### config.mk
export PLATFORM = sky130hd
export DESIGN_NAME = uart_frame_loader
export DESIGN_NICKNAME = d
export VERILOG_FILES = /design/src/rtl/uart_frame_loader.sv
export SDC_FILE = /design/constraint.sdc
export NUM_CORES = 1
export LEC_CHECK = 0
export ABC_AREA = 1
export CAP_MARGIN = 10
export CORE_MARGIN = 2
export CORE_UTILIZATION = 57
export DETAILED_ROUTE_END_ITERATION = 12
export PLACE_DENSITY_LB_ADDON = 0.12
export SETUP_SLACK_MARGIN = 0.1
export SYNTH_ARGS = -nofsm -noshare
export SYNTH_HDL_FRONTEND = slang
export SYNTH_SLANG_ARGS = --single-unit
### constraint.sdc
create_clock -name clk -period 3 [get_ports clk]
set_input_delay 0.75 -clock clk [delete_from_list [all_inputs] [get_ports clk]]
set_output_delay 0.75 -clock clk [all_outputs]
set_load 0.02 [all_outputs]
### src/rtl/uart_frame_loader.sv
// Frame parser and multi-channel word buffer behind a UART byte core.
// Loads checksummed frames into per-channel buffers, replies ACK/NAK, and streams a loaded channel out.
module uart_frame_loader #(
    parameter int unsigned D_WL        = 24,
    parameter int unsigned DEPTH       = 20,
    parameter int unsigned N_CH        = 2,
    parameter logic [7:0]  HDR         = 8'hA5,
    parameter int unsigned TIMEOUT_CYC = 200000
) (
    input  logic                                     clk,
    input  logic                                     rst_n,
    input  logic                                     load_en,
    input  logic [7:0]                               rx_data,
    input  logic                                     rx_finish,
    output logic [7:0]                               tx_data,
    output logic                                     tx_en,
    output logic                                     frame_err,
    output logic [N_CH-1:0]                          ch_valid,
    input  logic                                     rd_start,
    input  logic [(N_CH > 1 ? $clog2(N_CH) : 1)-1:0] rd_ch,
    output logic                                     rd_busy,
    output logic [D_WL-1:0]                          d_o,
    output logic                                     d_o_valid,
    input  logic                                     d_o_ready,
    output logic                                     d_o_last
);

    localparam int unsigned BYTES = (D_WL + 7) / 8;
    localparam int unsigned WB    = BYTES * 8;
    localparam int unsigned AW    = (DEPTH > 1) ? $clog2(DEPTH) : 1;
    localparam int unsigned CW    = (N_CH > 1) ? $clog2(N_CH) : 1;
    localparam int unsigned BW    = (BYTES > 1) ? $clog2(BYTES) : 1;
    localparam int unsigned TW    = $clog2(TIMEOUT_CYC + 1);

    localparam logic [1:0] IDLE = 2'd0;
    localparam logic [1:0] CH   = 2'd1;
    localparam logic [1:0] DATA = 2'd2;
    localparam logic [1:0] CSUM = 2'd3;

    localparam logic [7:0] ACK = 8'h06;
    localparam logic [7:0] NAK = 8'h15;

    logic [1:0]      state_q, state_d;
    logic [CW-1:0]   ch_q, ch_d;
    logic [7:0]      csum_q, csum_d;
    logic [WB-1:0]   word_q, word_d;
    logic [BW-1:0]   byte_cnt_q, byte_cnt_d;
    logic [AW-1:0]   word_cnt_q, word_cnt_d;
    logic [TW-1:0]   tmo_q, tmo_d;
    logic [N_CH-1:0] ch_valid_q, ch_valid_d;
    logic [7:0]      tx_data_q, tx_data_d;
    logic            tx_en_q, tx_en_d;
    logic            frame_err_q, frame_err_d;

    logic            rd_busy_q, rd_busy_d;
    logic [CW-1:0]   rd_ch_q, rd_ch_d;
    logic [AW-1:0]   rd_addr_q, rd_addr_d;
    logic [D_WL-1:0] d_o_q, d_o_d;
    logic            d_o_valid_q, d_o_valid_d;
    logic            d_o_last_q, d_o_last_d;

    logic [D_WL-1:0] mem_q [N_CH][DEPTH];

    logic            rx_acc_c;
    logic            tmo_hit_c;
    logic [WB-1:0]   word_shift_c;
    logic            mem_we_c;
    logic [AW-1:0]   rd_addr_nx_c;

    always_comb begin
        state_d      = state_q;
        ch_d         = ch_q;
        csum_d       = csum_q;
        word_d       = word_q;
        byte_cnt_d   = byte_cnt_q;
        word_cnt_d   = word_cnt_q;
        tmo_d        = tmo_q;
        ch_valid_d   = ch_valid_q;
        tx_data_d    = '0;
        tx_en_d      = 1'b0;
        frame_err_d  = 1'b0;
        mem_we_c     = 1'b0;
        rx_acc_c     = rx_finish & load_en;
        word_shift_c = (word_q << 8) | WB'(rx_data);
        tmo_hit_c    = load_en && (state_q != IDLE) && !rx_acc_c
                       && (tmo_q == TW'(TIMEOUT_CYC - 1));

        // Inter-byte idle counter: runs only inside a frame and only while loading is enabled
        if (load_en && (state_q != IDLE)) begin
            tmo_d = tmo_q + TW'(1);
        end
        if (rx_acc_c) begin
            tmo_d = '0;
        end

        case (state_q)
            IDLE: begin
                if (rx_acc_c && (rx_data == HDR)) begin
                    state_d = CH;
                end
            end
            CH: begin
                if (rx_acc_c) begin
                    // Refuse unknown channels and the channel currently being streamed
                    if ((rx_data >= 8'(N_CH)) || (rd_busy_q && (rx_data == 8'(rd_ch_q)))) begin
                        tx_data_d   = NAK;
                        tx_en_d     = 1'b1;
                        frame_err_d = 1'b1;
                        state_d     = IDLE;
                    end else begin
                        ch_d                       = CW'(rx_data);
                        ch_valid_d[CW'(rx_data)]   = 1'b0;
                        csum_d                     = rx_data;
                        byte_cnt_d                 = '0;
                        word_cnt_d                 = '0;
                        state_d                    = DATA;
                    end
                end
            end
            DATA: begin
                if (rx_acc_c) begin
                    word_d = word_shift_c;
                    csum_d = csum_q ^ rx_data;
                    if (byte_cnt_q == BW'(BYTES - 1)) begin
                        mem_we_c   = 1'b1;
                        byte_cnt_d = '0;
                        if (word_cnt_q == AW'(DEPTH - 1)) begin
                            state_d = CSUM;
                        end else begin
                            word_cnt_d = word_cnt_q + AW'(1);
                        end
                    end else begin
                        byte_cnt_d = byte_cnt_q + BW'(1);
                    end
                end
            end
            CSUM: begin
                if (rx_acc_c) begin
                    tx_en_d = 1'b1;
                    if (rx_data == csum_q) begin
                        tx_data_d        = ACK;
                        ch_valid_d[ch_q] = 1'b1;
                    end else begin
                        tx_data_d   = NAK;
                        frame_err_d = 1'b1;
                    end
                    state_d = IDLE;
                end
            end
            default: state_d = IDLE;
        endcase

        if (tmo_hit_c) begin
            tx_data_d   = NAK;
            tx_en_d     = 1'b1;
            frame_err_d = 1'b1;
            tmo_d       = '0;
            state_d     = IDLE;
        end
    end

    // Stream engine: registered read port, one word per accepted handshake
    always_comb begin
        rd_busy_d    = rd_busy_q;
        rd_ch_d      = rd_ch_q;
        rd_addr_d    = rd_addr_q;
        d_o_d        = d_o_q;
        d_o_valid_d  = d_o_valid_q;
        d_o_last_d   = d_o_last_q;
        rd_addr_nx_c = rd_addr_q + AW'(1);

        if (!rd_busy_q) begin
            if (rd_start && (32'(rd_ch) < N_CH) && ch_valid_q[rd_ch]) begin
                rd_busy_d   = 1'b1;
                rd_ch_d     = rd_ch;
                rd_addr_d   = '0;
                d_o_d       = mem_q[rd_ch][0];
                d_o_valid_d = 1'b1;
                d_o_last_d  = (DEPTH == 1);
            end
        end else if (d_o_valid_q && d_o_ready) begin
            if (d_o_last_q) begin
                rd_busy_d   = 1'b0;
                d_o_valid_d = 1'b0;
                d_o_last_d  = 1'b0;
            end else begin
                rd_addr_d  = rd_addr_nx_c;
                d_o_d      = mem_q[rd_ch_q][rd_addr_nx_c];
                d_o_last_d = (rd_addr_nx_c == AW'(DEPTH - 1));
            end
        end
    end

    always_ff @(posedge clk or negedge rst_n) begin
        if (!rst_n) begin
            state_q     <= IDLE;
            ch_q        <= '0;
            csum_q      <= '0;
            word_q      <= '0;
            byte_cnt_q  <= '0;
            word_cnt_q  <= '0;
            tmo_q       <= '0;
            ch_valid_q  <= '0;
            tx_data_q   <= '0;
            tx_en_q     <= 1'b0;
            frame_err_q <= 1'b0;
            rd_busy_q   <= 1'b0;
            rd_ch_q     <= '0;
            rd_addr_q   <= '0;
            d_o_q       <= '0;
            d_o_valid_q <= 1'b0;
            d_o_last_q  <= 1'b0;
        end else begin
            state_q     <= state_d;
            ch_q        <= ch_d;
            csum_q      <= csum_d;
            word_q      <= word_d;
            byte_cnt_q  <= byte_cnt_d;
            word_cnt_q  <= word_cnt_d;
            tmo_q       <= tmo_d;
            ch_valid_q  <= ch_valid_d;
            tx_data_q   <= tx_data_d;
            tx_en_q     <= tx_en_d;
            frame_err_q <= frame_err_d;
            rd_busy_q   <= rd_busy_d;
            rd_ch_q     <= rd_ch_d;
            rd_addr_q   <= rd_addr_d;
            d_o_q       <= d_o_d;
            d_o_valid_q <= d_o_valid_d;
            d_o_last_q  <= d_o_last_d;
        end
    end

    // Buffer storage carries no reset; contents are only trusted once ch_valid is set
    always_ff @(posedge clk) begin
        if (mem_we_c) begin
            mem_q[ch_q][word_cnt_q] <= word_shift_c[D_WL-1:0];
        end
    end

    assign tx_data   = tx_data_q;
    assign tx_en     = tx_en_q;
    assign frame_err = frame_err_q;
    assign ch_valid  = ch_valid_q;
    assign rd_busy   = rd_busy_q;
    assign d_o       = d_o_q;
    assign d_o_valid = d_o_valid_q;
    assign d_o_last  = d_o_last_q;

endmodule

==> results of run 1 <==
-- layout make-up --
class / instances / area, µm²
multi-input cells: 2615 / 11400
flip-flops and latches: 1050 / 31100
diodes: 1 / 2.50
inverters: 181 / 694
well taps: 1030 / 1290
repair buffers: 220 / 2430
fillers: 5780 / 26000
clock buffers: 150 / 2970
clock inverters: 45 / 318
-- synth_stat cells (all sizes together) --
cell / instances
a211oi: 2
a21oi: 63
a221oi: 1
buf: 115
clkbuf: 121
conb: 1
dfrtp: 90
edfxtp: 960
ha: 11
inv: 181
nand2: 1394
nand3: 467
nand3b: 2
nand4: 10
nor2: 327
nor3: 17
nor4: 1
o211a: 1
o211ai: 2
o21a: 1
o21ai: 241
o21bai: 1
o221ai: 1
o22ai: 49
o31a: 1
o31ai: 1
or2: 2
xnor2: 6
xor2: 10
-- cells in the final DEF, fill, tap and decap left out, types with 42 or more instances in the layout --
master,n
o22ai_1,49
buf_4,116
edfxtp_1,960
dfrtp_1,88
clkbuf_16,110
nand3_1,467
o21ai_0,237
inv_1,173
nor2_1,284
nand2_1,1392
a21oi_1,63
buf_12,56
nor2_2,42
-- final timing paths --
check / start / end / slack (ns) / depth (start not counted)
worst max-delay path: rd_ch_q$_DFFE_PN0P_ / word_cnt_q[0]$_DFFE_PN0P_ / 0.27 / 11
worst min-delay path: rst_n / d_o[22]$_DFFE_PN0P_ / 0.04 / 1
worst max register to register: rd_ch_q$_DFFE_PN0P_ / word_cnt_q[0]$_DFFE_PN0P_ / 0.27 / 11
worst min register to register: d_o[8]$_DFFE_PN0P_ / d_o[8]$_DFFE_PN0P_ / 0.48 / 2
max in group asynchronous: rst_n / word_cnt_q[3]$_DFFE_PN0P_ / 2.23 / 2
min in group clk: rx_data[2] / word_q[2]$_DFFE_PN0P_ / 0.42 / 3
-- sequential cells by signal (all words and copies together), names as in the netlist --
signal	flops
rd_busy	1
byte_cnt_q	2
state_q	2
ch_valid	2
rd_ch_q	1
d_o	24
word_cnt_q	5
tmo_q	18
mem_q	960
ch_q	1
d_o_last	1
tx_data	3
csum_q	8
word_q	16
rd_addr_q	5
d_o_valid	1
-- kinds of logic after synthesis --
family | count (synthesis) | synth area share [%]
flip-flops | 1050 | 70.7
XOR/XNOR | 16 | 0.336
buffers and inverters | 417 | 3.86
adder cells (fa/ha/maj) | 11 | 0.313
AND/OR/NAND/NOR | 2220 | 20.5
other | 1 | 0.00853
AO/OA/AOI/OAI | 364 | 4.36
-- where the power goes --
part,total (mW),switching [mW],internal [mW]
clock,12.6,5.37,7.20
sequential,17.9,0.468,17.5
combinational,14.2,10.6,3.62
total,44.7,16.4,28.3
-- critical path, delay by kind of cell (launching register included) --
family / cells / cell delay (ns)
AOI/OAI and AO/OA: 2 / 0.21
and+or+nand+nor: 7 / 1.00
buffers and inverters: 2 / 0.59
DFF: 1 / 0.64
-- through the flow --
step	instance area, µm²	power (mW)
2_1_floorplan	44000	25.4
3_3_place_gp	46900	32.1
3_5_place_dp	46900	32.2
4_1_cts	50200	44.6
5_1_grt	50200	46.3
6_report	50200	44.7
-- per-layer routing --
metal | part of all wire [%] | vias to the layer above
met5 | 0.0081 | -
met4 | 3.7 | 2
met3 | 8.6 | 262
met2 | 50 | 1444
met1 | 38 | 15000
li1 | - | 14100
==> impl_summary.md, run 1 <==
Outcome
The run finished with clean final reports.

Synth
Of the post-synthesis cell area, the dominant cell type holds 65.5%. The number of warnings reported in the yosys synthesis log is 0. The synthesized design spends more area on one cell type than any other, namely edfxtp_1. The flop and latch count out of synthesis is 1050. The distinct cell type count after synthesis is 38.

The gate count after technology mapping is 4079. Sequential elements use 70.7% of the synthesized area. The cell area after technology mapping is 44000 µm². Yosys attributes the largest share of cell area to edfxtp_1 (66%), nand2_1 (12%), nand3_1 (5.3%). Dividing the synthesized area by the synthesized cell count gives 10.8 µm².

STA
The final worst-path setup slack is 0.270 ns. The final worst clock skew is 0.0242 ns. Static timing analysis puts the maximum clock frequency at 366 MHz.

The max-slew violation count is 0. The hold violation total from the final report was 0. Setup violations remaining at the end of the flow were counted as 0. The fraction of the cycle the final worst path needs is 91.0%. The worst slew margin relative to its limit is 46.8%. Setup total negative slack on the finished layout was measured at 0 ns.

Setup repair after global routing left no endpoint under its margin. The worst hold margin is 0.0373 ns. The transition time of the tightest slew-check pin is 0.798 ns. The smallest clock period supported by the final layout is computed as 2.73 ns.

Clock network
The number of instances resized during post-cts repair is 0. CTS placed an instance of clkbuf_16 at the clock tree root. In this run, post-CTS hold repair placed 0 buffers. The source-to-sink clock delay at the later pin of the worst-skew pair is 0.67 ns. The number of setup buffers added after CTS is 0. The total CTS buffers is 105. The clock tree from TritonCTS is yes.

For this design, the sink count on the clock tree is 1050. The clock slew seen by the registers of the worst setup and hold paths is 0.06 ns. The H-tree was split into 3 levels. No sink is reached through more buffers than the 3 on the longest clock path.

Route
After the first detailed-routing iteration, the DRC count stood at 3891. The number of design rule violations left after detail routing is 0. Using the TritonRoute via totals, the vias-per-cell ratio works out to 5.82. The residual antenna-violating net count after detailed routing is 0.

In the final routed layout, each cell accounts on average for 23.4 µm. The iteration count of the initial detailed-routing pass is 6. The detailed router placed 30800 vias in this run. The final layout contains routed wiring with a total length of 124 mm.

Floorplanning
Pin placement for this block handled 54 I/O pins. The starting density of the core is 57.7%. The number of core rows is 101. The die span in x is 282 µm. Measured along the y axis, the die boundary spans 282 µm. The die covers 79400 µm². After floorplanning, the core was sized to cover 76200 µm².

GRT
The global-route usage over all layers is 31.6%. The number of global-route vias before repair came to 29000. Global routing used 53.2% of the available met2 tracks. The global-route wire length before repair is 182 mm. In the global route stage, met3 resource usage came out at 4.59%.

The number of antenna violations at the first check in global routing came to 5. The met1 layer usage reported by global route is 41.9%. Entering global routing, the biggest net connects 130 pins. The most congested layer reported by global routing is met2.

For this run the aggregate overflow at the end of global routing stands at 0.

Cells and area
Cells fill 65.8% of the core in the end. The post-route netlist has 9.01% of its cells at a drive strength greater than 1. The layout overhead on the synthesized area is 14.0%. Leaving out filler cells and counting taps, the final layout contains 5292. For this run, the post-layout net count is 4199.

Placement
The HPWL after detailed placement is 76.0 mm. Input and output buffers added on the ports amount to 49. The number of placed instances, taps included is 5096. The placer congestion estimate is 0.931. The worst setup slack after placement is -0.110 ns.

Power and ir drop
The leakage power is 19.4 nW. For this design the ratio of total power to cell area is 892 nW/µm². The highest ir drop seen on vdd is 0.000602 V.

Critical path
The largest single stage delay on the critical path is 0.64 ns. The largest fanout on the critical path is 50. The data arrival time of the critical path is 3.27 ns. The critical path goes through inv_8 > buf_12 > nand2_1 > nand3_1 > nand2_1 > nand2_1 > nand2_1 > nor2_2 > nand2_2 > a21oi_1 > a21oi_1. STA classifies the critical path startpoint as a flip-flop. Data on the critical path is required at its endpoint by 3.54 ns.

The critical path is of the reg2reg type. The worst-path cell with the longest stage delay is dfrtp_4. The worst setup path is captured at a flip-flop. The cell with the most instances on the worst path is nand2_1.

Job
The count of max-cap constraint violations is 0.

Min path
The path type of the worst min-delay path is in2async.
Note: power is estimated with default switching activity, not from simulation.
==> run 2, diff against run 1 <==
CORE_UTILIZATION = 58   (was 57)
CTS_BUF_LIST = sky130_fd_sc_hd__clkbuf_4   (was not set)
==> run 2 against run 1 <==
  * Sequential share of layout area about the same
  * Combinational power hardly changed
  * Clock skew grew 0.058 ns
  * Die area decreased by 1.7%
  * First-iteration DRC count decreased by 9.0%
  * Fmax decreased by 2.4%
  * Critical path depth shrank 10
  * Cell count rose by 4.0%
  * Non-clock buffer count fell by 8
  * Design area about the same
  * Worst hold slack improved by 0.060 ns
  * Largest power group unchanged
==> impl_summary.md, run 2 (synthesis results as in run 1) <==
Power and ir drop
The leakage power is 19.8 nW. The power per unit of standard cell area is 879 nW/µm². The final total power is 44.1 mW. The worst-case IR drop observed on VDD is 0.000818 V.

Clock network
Clock tree synthesis selected as its root buffer the cell clkbuf_4. No sink is reached through more buffers than the 4 on the longest clock path. CTS built an H-tree with a depth of 5. CTS saw 1050 sinks. TritonCTS built the clock tree. The total CTS buffers is 283. Clock latency on the worst-skew pair, taken at its later pin, is 1.11 ns. Clock-pin slew was measured on the worst setup and hold paths at 0.07 ns.

GRT
In the global route stage, met3 resource usage came out at 7.56%. The global-route usage over all layers is 31.9%. The most congested layer reported by global routing is met2. The global-route wire length before repair is 183 mm. The met1 layer usage reported by global route is 39.9%. Global routing finished with a remaining overflow of 0.

The number of antenna violations at the first check in global routing is 8. The number of global-route vias before repair came to 30900. The met2 track demand over resource in global routing is 53.5%. The pin count of the biggest net entering global routing is 172.

Min path
The worst-case hold path end point is word_q[1]$_DFFE_PN0P_. The path class of the tightest hold or removal check is in2reg. The start point of the worst hold path is rx_data[1]. The worst hold path was traced through 3 stages.

Route
The detail-routed net length per standard cell is 22.3 µm. The detailed-route wire length is 123 mm. After detailed routing, the number of remaining DRC violations is 0.

The pre-antenna-repair detailed-routing pass consisted of 6 iterations. The violation count after the first detailed-route iteration is 3541. The routed layout has 31500 vias. The via-per-instance ratio is 5.72. The residual antenna-violating net count after detailed routing is 0.

Cells and area
The register with the most flip-flops in the layout has 960 of them. The most common library cell in the layout ignoring fill and taps is nand2_1. The post-route cell area is 50200 µm². The post-route netlist has 14.3% of its cells at a drive strength greater than 1. In the layout the commonest cells are nand2_1 (1392), edfxtp_1 (960), nand3_1 (467). The number of nets in the layout is 4369.

The layout overhead on the synthesized area is 14.0%. The register bank with the most flops is mem_q.

Critical path
The kind of cell adding the most delay to the critical path is buffers and inverters. The longest individual stage delay on the worst path is 0.62 ns. In this run the critical register-to-register path is launched from state_q[0]$_DFFE_PN0P_. STA puts the critical path data required time at 2.25 ns. The sort of element at the start of the critical path is a flip-flop.

The worst-case reg-to-reg path depth is 12. The flop-to-flop setup slack is 0.38 ns. Walking the worst path, the cells encountered are clkdlybuf4s50_1. The critical path in this run is classified as reg2out. The type of element capturing the critical path is an output port. The number of buffers and inverters on the critical path is 1.

The endpoint of the worst register-to-register path is mem_q[1][152]$_DFFE_PP_. The data arrival time of the critical path is 2.05 ns. The worst-path cell with the longest stage delay is clkdlybuf4s50_1.

The largest fanout on the critical path is 2.

Placement
At the end of routability-driven placement, the weighted congestion stood at 0.996. The placed standard-cell area is 46700 µm². In this run the tool buffered the top-level ports with 49 buffer cells.

The worst setup slack after placement is -0.0126 ns. The HPWL after detailed placement is 74.1 mm.

Floorplanning
The die span in x is 279 µm. The area of the placeable core is 74800 µm². The number of core rows is 100. Once the floorplan was initialized, standard cells occupied 58.8% of the core. The die covers 78100 µm². The height of the chip is 279 µm.

During I/O placement, the number of pins put on the boundary was 54.

STA
The hold violation total from the final report is 0. Setup violations remaining at the end of the flow were counted as 0. In the finished design, the share of the clock period the worst path needs comes to 93.3%. The transition time of the tightest slew-check pin is 0.871 ns. The max-slew violation count was 0.

Setup repair after global routing left no endpoint under its margin. The clock period could shrink to 2.80 ns. After layout, the worst setup slack is 0.202 ns.

The sum of negative setup slack is 0 ns. The clock arrives with 0.0825 ns of skew. Based on the critical path, the design can be clocked at up to 357 MHz. The worst slew margin relative to its limit is 41.9%.

Outcome
The run finished with clean final reports.

Job
The count of max-cap constraint violations is 0.
[run 2: cell types whose count changed in the layout (fill, tap and decap cells not counted), moves of 22 or more]
| cell | before | now |
|---|---|---|
| clkbuf_16 | 110 | 0 |
| clkbuf_1 | 33 | 0 |
| clkdlybuf4s50_1 | 40 | 18 |
| clkinv_1 | 20 | 58 |
| dlygate4sd2_1 | 0 | 22 |
| clkbuf_4 | 0 | 400 |
[run 2: repair_timing]
item                                   CTS  global route
gates resized for setup                 24             0
hold buffers                             5             0
setup endpoints to repair               22             0
endpoints found under the hold margin   49             0
buffers inserted                         0             0
[run 2: report_power, final]
part	total, mW	internal [mW]	switching, mW
Sequential	18.0	17.5	0.502
Combinational	13.9	3.47	10.5
Clock	12.2	6.55	5.68
Total	44.1	27.5	16.6
[run 2: metal layers]
metal	up-vias	wire length, µm	share of wire (%)
met5	-	7	0.0057
met3	284	11800	9.6
met1	15100	45200	37
met2	1555	60800	50
met4	2	5110	4.2
li1	14600	-	-
[run 2: layout make-up]
type,instances,area (µm²)
clock inverter,76,422
antenna,2,5.00
tap,969,1210
multi-input combinational,2615,11400
fill,5775,24700
sequential,1050,31100
timing repair buffer,212,2380
clock buffer,400,3000
inverter,181,694
[run 2: worst max path at each step]
stage,cells past startpoint,endpoint,start
after detailed placement,11,mem_q[1][146]$_DFFE_PP_,rx_finish
after global routing,1,d_o[17],d_o[17]$_DFFE_PN0P_
after CTS,1,d_o[9],d_o[9]$_DFFE_PN0P_
final,1,d_o[9],d_o[9]$_DFFE_PN0P_
after global placement,11,mem_q[0][281]$_DFFE_PP_,rx_finish
after floorplan,11,mem_q[0][144]$_DFFE_PP_,state_q[0]$_DFFE_PN0P_
[run 2: per-stage QoR]
stage,hold slack (ns),utilization [%],cells
floorplan,0.454,-,4082
global placement,0.455,62.4,5022
detailed placement,0.465,62.4,5022
CTS,0.000163,67.0,5503
global route,0.0434,67.0,5504
finish,0.0977,67.0,5505
